### src/rtl/imm_gen_pipe.sv
// ---------------------------------------------------------------------------
// imm_gen_pipe
//
// Pipelined RISC-V immediate generator sitting between decode and execute.
// Extracts and extends the I/S/B/U/J, CSR-zimm and shift-amount immediates
// to XLEN bits, computes the PC-relative target pc + imm, and registers the
// result behind a valid/ready handshake. Select 3'b111 is illegal: the entry
// still flows through with imm = 0, target = pc and the illegal flag set, and
// a saturating counter tracks how many such entries were accepted.
//
// Parameters:
//   XLEN   datapath width, 32 or 64
//   CNT_W  width of the illegal-select counter
//
// Ports:
//   clk          rising-edge clock
//   rst          synchronous active-high reset
//   in_valid     input entry present
//   in_ready     block accepts the entry this cycle
//   in_instr     raw 32-bit instruction word
//   in_imm_sel   immediate format select
//   in_pc        PC of the instruction
//   out_valid    output entry present
//   out_ready    consumer accepts the output entry
//   out_imm      extended immediate
//   out_target   in_pc + imm, modulo 2^XLEN
//   out_illegal  entry carried the illegal select
//   illegal_cnt  saturating count of accepted illegal entries
//
// Build option:
//   IMM_GEN_SKID_EN  when defined, a one-entry skid register sits behind the
//                    output register and in_ready becomes a registered
//                    signal (capacity 2). When undefined there is a single
//                    output register and in_ready is combinational from
//                    out_ready (capacity 1).
// ---------------------------------------------------------------------------
module imm_gen_pipe #(
  parameter int XLEN  = 32,
  parameter int CNT_W = 8
) (
  input  logic             clk,
  input  logic             rst,
  input  logic             in_valid,
  output logic             in_ready,
  input  logic [31:0]      in_instr,
  input  logic [2:0]       in_imm_sel,
  input  logic [XLEN-1:0]  in_pc,
  output logic             out_valid,
  input  logic             out_ready,
  output logic [XLEN-1:0]  out_imm,
  output logic [XLEN-1:0]  out_target,
  output logic             out_illegal,
  output logic [CNT_W-1:0] illegal_cnt
);

  generate
    if (XLEN != 32 && XLEN != 64) begin : g_bad_xlen
      $error("imm_gen_pipe: XLEN must be 32 or 64");
    end
  endgenerate

  typedef enum logic [2:0] {
    SEL_I   = 3'b000,
    SEL_S   = 3'b001,
    SEL_B   = 3'b010,
    SEL_U   = 3'b011,
    SEL_J   = 3'b100,
    SEL_Z   = 3'b101,
    SEL_SH  = 3'b110,
    SEL_BAD = 3'b111
  } imm_sel_e;

  imm_sel_e        sel;
  logic [31:0]     imm32;
  logic [XLEN-1:0] new_imm;
  logic [XLEN-1:0] new_target;
  logic            new_illegal;
  logic            accept;
  logic            out_free;
  logic            unused_opcode;

  // The opcode field never contributes to any immediate.
  assign unused_opcode = ^in_instr[6:0];

  assign sel = imm_sel_e'(in_imm_sel);

  // Every format is first assembled as a 32-bit value that is already
  // correctly sign- or zero-extended to 32 bits; widening to XLEN is then a
  // plain sign extension for all formats (Z and SH have bit 31 clear, and U
  // is sign-extended above bit 31 on RV64).
  always_comb begin
    imm32       = '0;
    new_illegal = 1'b0;
    case (sel)
      SEL_I:  imm32 = {{21{in_instr[31]}}, in_instr[30:20]};
      SEL_S:  imm32 = {{21{in_instr[31]}}, in_instr[30:25], in_instr[11:7]};
      SEL_B:  imm32 = {{20{in_instr[31]}}, in_instr[7], in_instr[30:25],
                       in_instr[11:8], 1'b0};
      SEL_U:  imm32 = {in_instr[31:12], 12'b0};
      SEL_J:  imm32 = {{12{in_instr[31]}}, in_instr[19:12], in_instr[20],
                       in_instr[30:21], 1'b0};
      SEL_Z:  imm32 = {27'b0, in_instr[19:15]};
      SEL_SH: imm32 = (XLEN == 64) ? {26'b0, in_instr[25:20]}
                                   : {27'b0, in_instr[24:20]};
      default: begin
        imm32       = '0;
        new_illegal = 1'b1;
      end
    endcase
  end

  // With imm forced to zero on an illegal select the adder output is
  // exactly the PC, so no separate bypass is needed.
  assign new_imm    = XLEN'($signed(imm32));
  assign new_target = in_pc + new_imm;

  assign accept   = in_valid && in_ready;
  assign out_free = !out_valid || out_ready;

`ifdef IMM_GEN_SKID_EN
  logic            skid_valid;
  logic [XLEN-1:0] skid_imm;
  logic [XLEN-1:0] skid_target;
  logic            skid_illegal;

  // Ready depends only on the skid register, so there is no path from
  // out_ready; the skid is always empty when an entry is accepted.
  assign in_ready = !rst && !skid_valid;

  // Output register plus skid. When the output frees up, the skid entry
  // (older) is promoted first; otherwise a fresh entry loads straight into
  // the output. A fresh entry arriving while the output is stalled parks in
  // the skid.
  always_ff @(posedge clk) begin
    if (rst) begin
      out_valid    <= 1'b0;
      out_imm      <= '0;
      out_target   <= '0;
      out_illegal  <= 1'b0;
      skid_valid   <= 1'b0;
      skid_imm     <= '0;
      skid_target  <= '0;
      skid_illegal <= 1'b0;
    end else if (out_free) begin
      if (skid_valid) begin
        out_valid   <= 1'b1;
        out_imm     <= skid_imm;
        out_target  <= skid_target;
        out_illegal <= skid_illegal;
        skid_valid  <= 1'b0;
      end else if (accept) begin
        out_valid   <= 1'b1;
        out_imm     <= new_imm;
        out_target  <= new_target;
        out_illegal <= new_illegal;
      end else begin
        out_valid <= 1'b0;
      end
    end else if (accept) begin
      skid_valid   <= 1'b1;
      skid_imm     <= new_imm;
      skid_target  <= new_target;
      skid_illegal <= new_illegal;
    end
  end
`else
  assign in_ready = !rst && out_free;

  // Single output register: load on accept (which covers the
  // deliver-and-accept case with no bubble), empty on a plain deliver.
  always_ff @(posedge clk) begin
    if (rst) begin
      out_valid   <= 1'b0;
      out_imm     <= '0;
      out_target  <= '0;
      out_illegal <= 1'b0;
    end else if (accept) begin
      out_valid   <= 1'b1;
      out_imm     <= new_imm;
      out_target  <= new_target;
      out_illegal <= new_illegal;
    end else if (out_ready) begin
      out_valid <= 1'b0;
    end
  end
`endif

  // Saturating count of accepted illegal entries; reset takes priority.
  always_ff @(posedge clk) begin
    if (rst) begin
      illegal_cnt <= '0;
    end else if (accept && new_illegal && (illegal_cnt != {CNT_W{1'b1}})) begin
      illegal_cnt <= illegal_cnt + CNT_W'(1);
    end
  end

endmodule

### config.mk
export PLATFORM = sky130hd
export DESIGN_NAME = imm_gen_pipe
export DESIGN_NICKNAME = d
export VERILOG_FILES = /design/src/rtl/imm_gen_pipe.sv
export SDC_FILE = /design/constraint.sdc
export NUM_CORES = 1
export LEC_CHECK = 0
export CORE_ASPECT_RATIO = 2
export CORE_MARGIN = 1
export CORE_UTILIZATION = 41
export CTS_CLUSTER_DIAMETER = 100
export DETAILED_ROUTE_END_ITERATION = 10
export GPL_TIMING_DRIVEN = 0
export PLACE_DENSITY = 0.78
export SYNTH_ARGS = -nofsm -noshare
export SYNTH_HDL_FRONTEND = slang
export SYNTH_SLANG_ARGS = --single-unit
### constraint.sdc
create_clock -name clk -period 5.9 [get_ports clk]
set_clock_uncertainty 0.15 [all_clocks]
set_input_delay 1.18 -clock clk [delete_from_list [all_inputs] [get_ports clk]]
set_output_delay 1.18 -clock clk [all_outputs]
set_load 0.01 [all_outputs]
==> results.md <==
- Worst EP arrival: 5310 ps
- Area added between synthesis and finish: 39.23%
- Flop-to-flop setup slack: between 3000 and 4000 ps
- Share of post-route cells with drive strength above 1: between 4 and 5%
- Synth Area per Inst: 7.626 sq um
- Detailed placement HPWL: about 14,000 um
- Hold Crit Depth: 2
- Worst R2R Start: out_valid$_SDFFE_PP0P_
- Clock-pin slew on the worst setup and hold paths: roughly 60 ps
- Fin. Hold Viols: 0
- Tmin final: 5243 ps
- N_diodes: 0
- TritonCTS buffer count: 9
- Maximum VDD drop: around 150 uV
- PD cells: ~260 nW/um^2
- Vias/cell: around 5.8
- IO Pins: 146
- Reg2reg path depth: 7
- Clk root buf: clkbuf_16
- Critical Path RT: 5970 ps
- Crit-path max FO: 10
- Drt total wl: ~17,000 um
- Gr ovfl total: 0
- Max-Cap Viols: 0
- CTS Sinks: 74
- Setup tns final: 0 ps
- Post-synth EDFFs: 0
- # DRC: 0
- Largest net degree at the start of global routing: 15
- GRT Overall Usage: between 20% and 30%
- Clk_lat worst skew: around 340 ps
- Hold/Removal Path Class: reg -> reg
- Worst Hold End: out_imm[8]$_SDFFE_PP0P_
- H-Tree Level Count: 3
- Core area: roughly 11,000 sq um
- HP Start: out_imm[8]$_SDFFE_PP0P_
- Outcome: completed
- Vias in the first global route: between 5,000 and 6,000
- Routed vias: approximately 5,300
- Chip Height: between 150 and 200 um
- Setup crit end kind: flip-flop
- Nets: a little under 900
- Post-CTS Resized: 0
- Final setup fails: 0
- Hold-fix buffers, CTS: 0
- Peak Freq: ~0.19 GHz
- Async SR Flop Fraction: 0%
- Area share of the leading cell type in the synthesized netlist: a little under a third
- Relative slew margins: around 30%
- Synthesized area: ~4800 sq um
- Port bufs: approximately 140
- Leak: between 2 and 3 nW
- Area contributors post-synth: dfxtp_1, ha_1, o21ai_0
- Reg2reg end: out_imm[14]$_SDFFE_PP0P_
- Worst setup SP type: input port
- Synthesized Nets: 728
- Top FF cell, synth: dfxtp_1
- DRT iter0 DRCs: slightly below 300
- #FFs+latches synth: between 70 and 80
- Gate Count Post-Synth: 624
- Largest area contributor in the netlist: dfxtp_1
- FILL cells: 1,084
- First-pass GRT wire length: approximately 27,000 um
- DRT Pass-1 Iters: 5
- Post CTS Setup Buffer Count: 0
- WL/cell: around 19 um
- Cell variety after synth: between 60 and 70
- Die area: 12,070 sq um
- Synth warn: 0
- Worst Tran Pin Value: around 1100 ps
- Final hold slack: between 300 and 400 ps
- Crit path kind: in -> reg
- Fin crit share: around nine tenths
- GP Congestion: about 1
- Post-synthesis sequential area ratio: a little under a third
- Initial Utilization: 42.16%
- Final ANT Viol Nets: 0
- DP Worst Slack: 343.6 ps
- Clk buf depth: 2
- Fin. max-slew vios: 0
- RSZ-0062 raised after global routing: no
- Row cnt: 55
- Final worst setup slack: roughly 660 ps
- Initial antenna violation count: 0
- Die W: 78.18 um
- CTS tree: built
==> synthesized netlist by cell type (2+ instances only) <==
master    instances
nor2b_1           4
nor3_1            6
a31oi_1           5
ha_1             32
buf_1             2
a22oi_1           3
a22o_1            2
buf_2             5
inv_1            35
a211oi_1          6
a21boi_0          2
nor2_1           34
o22ai_1           2
nand2_1          74
a21oi_4           2
nand3_1          58
nand3b_1          4
dfxtp_1          74
nor3b_1           3
xor2_1           15
nand4_1           9
o21a_1            4
or3_1             5
and2_1            3
o31ai_1           8
o221ai_1          2
mux2i_1           5
a21o_1           16
xnor2_1          12
a32o_1            2
and3_1            9
a31o_2            3
o211ai_1          5
o21ai_0          66
a21oi_1          54
clkbuf_1         26
==> worst max path at each step <==
stage | startpoint | endpoint | slack (ps)
6_report | in_imm_sel[0] | out_target[25]$_SDFFE_PP0P_ | 660
3_3_place_gp | in_imm_sel[2] | out_target[25]$_SDFFE_PP0P_ | 400
4_1_cts | in_imm_sel[0] | out_target[25]$_SDFFE_PP0P_ | 640
5_1_grt | in_imm_sel[2] | out_target[25]$_SDFFE_PP0P_ | 240
3_5_place_dp | in_imm_sel[0] | out_target[25]$_SDFFE_PP0P_ | 340
2_1_floorplan | in_imm_sel[0] | out_target[26]$_SDFFE_PP0P_ | 1430
==> worst max-delay path, stage by stage <==
cell	delay, ps
clkdlybuf4s50_1	530
clkbuf_1	350
xnor2_1	160
nor2_1	100
a222oi_1	600
inv_1	100
ha_1	320
a211oi_1	370
o21ai_1	170
nand3_1	190
nand3b_2	250
a2111oi_0	630
mux2i_1	270
nand4_1	90
==> placed cells by master, fill, tap and decap left out, types with 4 or more instances in the layout <==
master           instances
nand3b_1                 4
nor2_1                  34
nand3_1                 58
nor3_1                   6
clkbuf_1                26
a211oi_1                 6
xor2_1                  15
a21o_1                  16
clkdlybuf4s50_1        136
inv_1                   35
o21a_1                   4
o31ai_1                  8
nand2_1                 74
ha_1                    32
o211ai_1                 5
o21ai_0                 66
nand4_1                  9
or3_1                    5
xnor2_1                 12
mux2i_1                  5
dfxtp_1                 74
buf_2                    5
nor2b_1                  4
a31oi_1                  5
and3_1                   9
a21oi_1                 54
clkbuf_16                9
==> layer usage <==
layer	wire, um	part of all wire, %	GRT usage [%]	up-vias
met4	1231	7.2	21.34	0
met2	9092	53	53.22	203
met1	6115	36	28.52	2476
li1	-	-	-	2547
met5	0	0	0	-
met3	616	3.6	3.245	67
==> kinds of logic (layout without fill, tap and decap cells) <==
| logic type | Yosys count | in the layout | share of synthesized area, % |
|---|---|---|---|
| compound gates | 197 | 197 | 26.06 |
| xor+xnor | 27 | 27 | 4.970 |
| fa+ha+maj | 33 | 33 | 8.835 |
| buf+inv | 69 | 221 | 5.601 |
| flops | 74 | 74 | 31.13 |
| mux | 5 | 5 | 1.052 |
| simple gates | 219 | 219 | 22.35 |
==> report_power, final <==
part           switching, mW  total, mW  internal [mW]
clock                  0.235      0.610          0.375
sequential            0.0256      0.570          0.544
combinational          0.280      0.517          0.237
total                  0.541       1.70           1.16
==> sequential cells by signal (all words and copies together), names as in the netlist <==
| signal | flops |
|---|---|
| out_illegal | 1 |
| out_imm | 32 |
| out_target | 32 |
| illegal_cnt | 8 |
| out_valid | 1 |
==> final cells by class <==
class | count | area, sq um | share of cell area, %
tap | 142 | 177.7 | 2.682
multi-input combinational | 481 | 3010 | 45.44
buffer | 34 | 135.1 | 2.040
timing repair buffer | 136 | 1361 | 20.55
inverter | 35 | 131.4 | 1.983
clock inverter | 7 | 102.6 | 1.549
sequential | 74 | 1481 | 22.36
clock buffer | 9 | 225.2 | 3.399
==> stage by stage <==
step	util (%)	power (mW)	cell area (sq um)	cells
4_1_cts	58.70	1.698	6625	918
3_5_place_dp	55.80	1.091	6297	902
3_3_place_gp	55.80	1.083	6297	902
6_report	58.70	1.697	6625	918
5_1_grt	58.70	1.774	6625	918
2_1_floorplan	-	0.8654	4758	624
(Power assumes the default switching activity.)
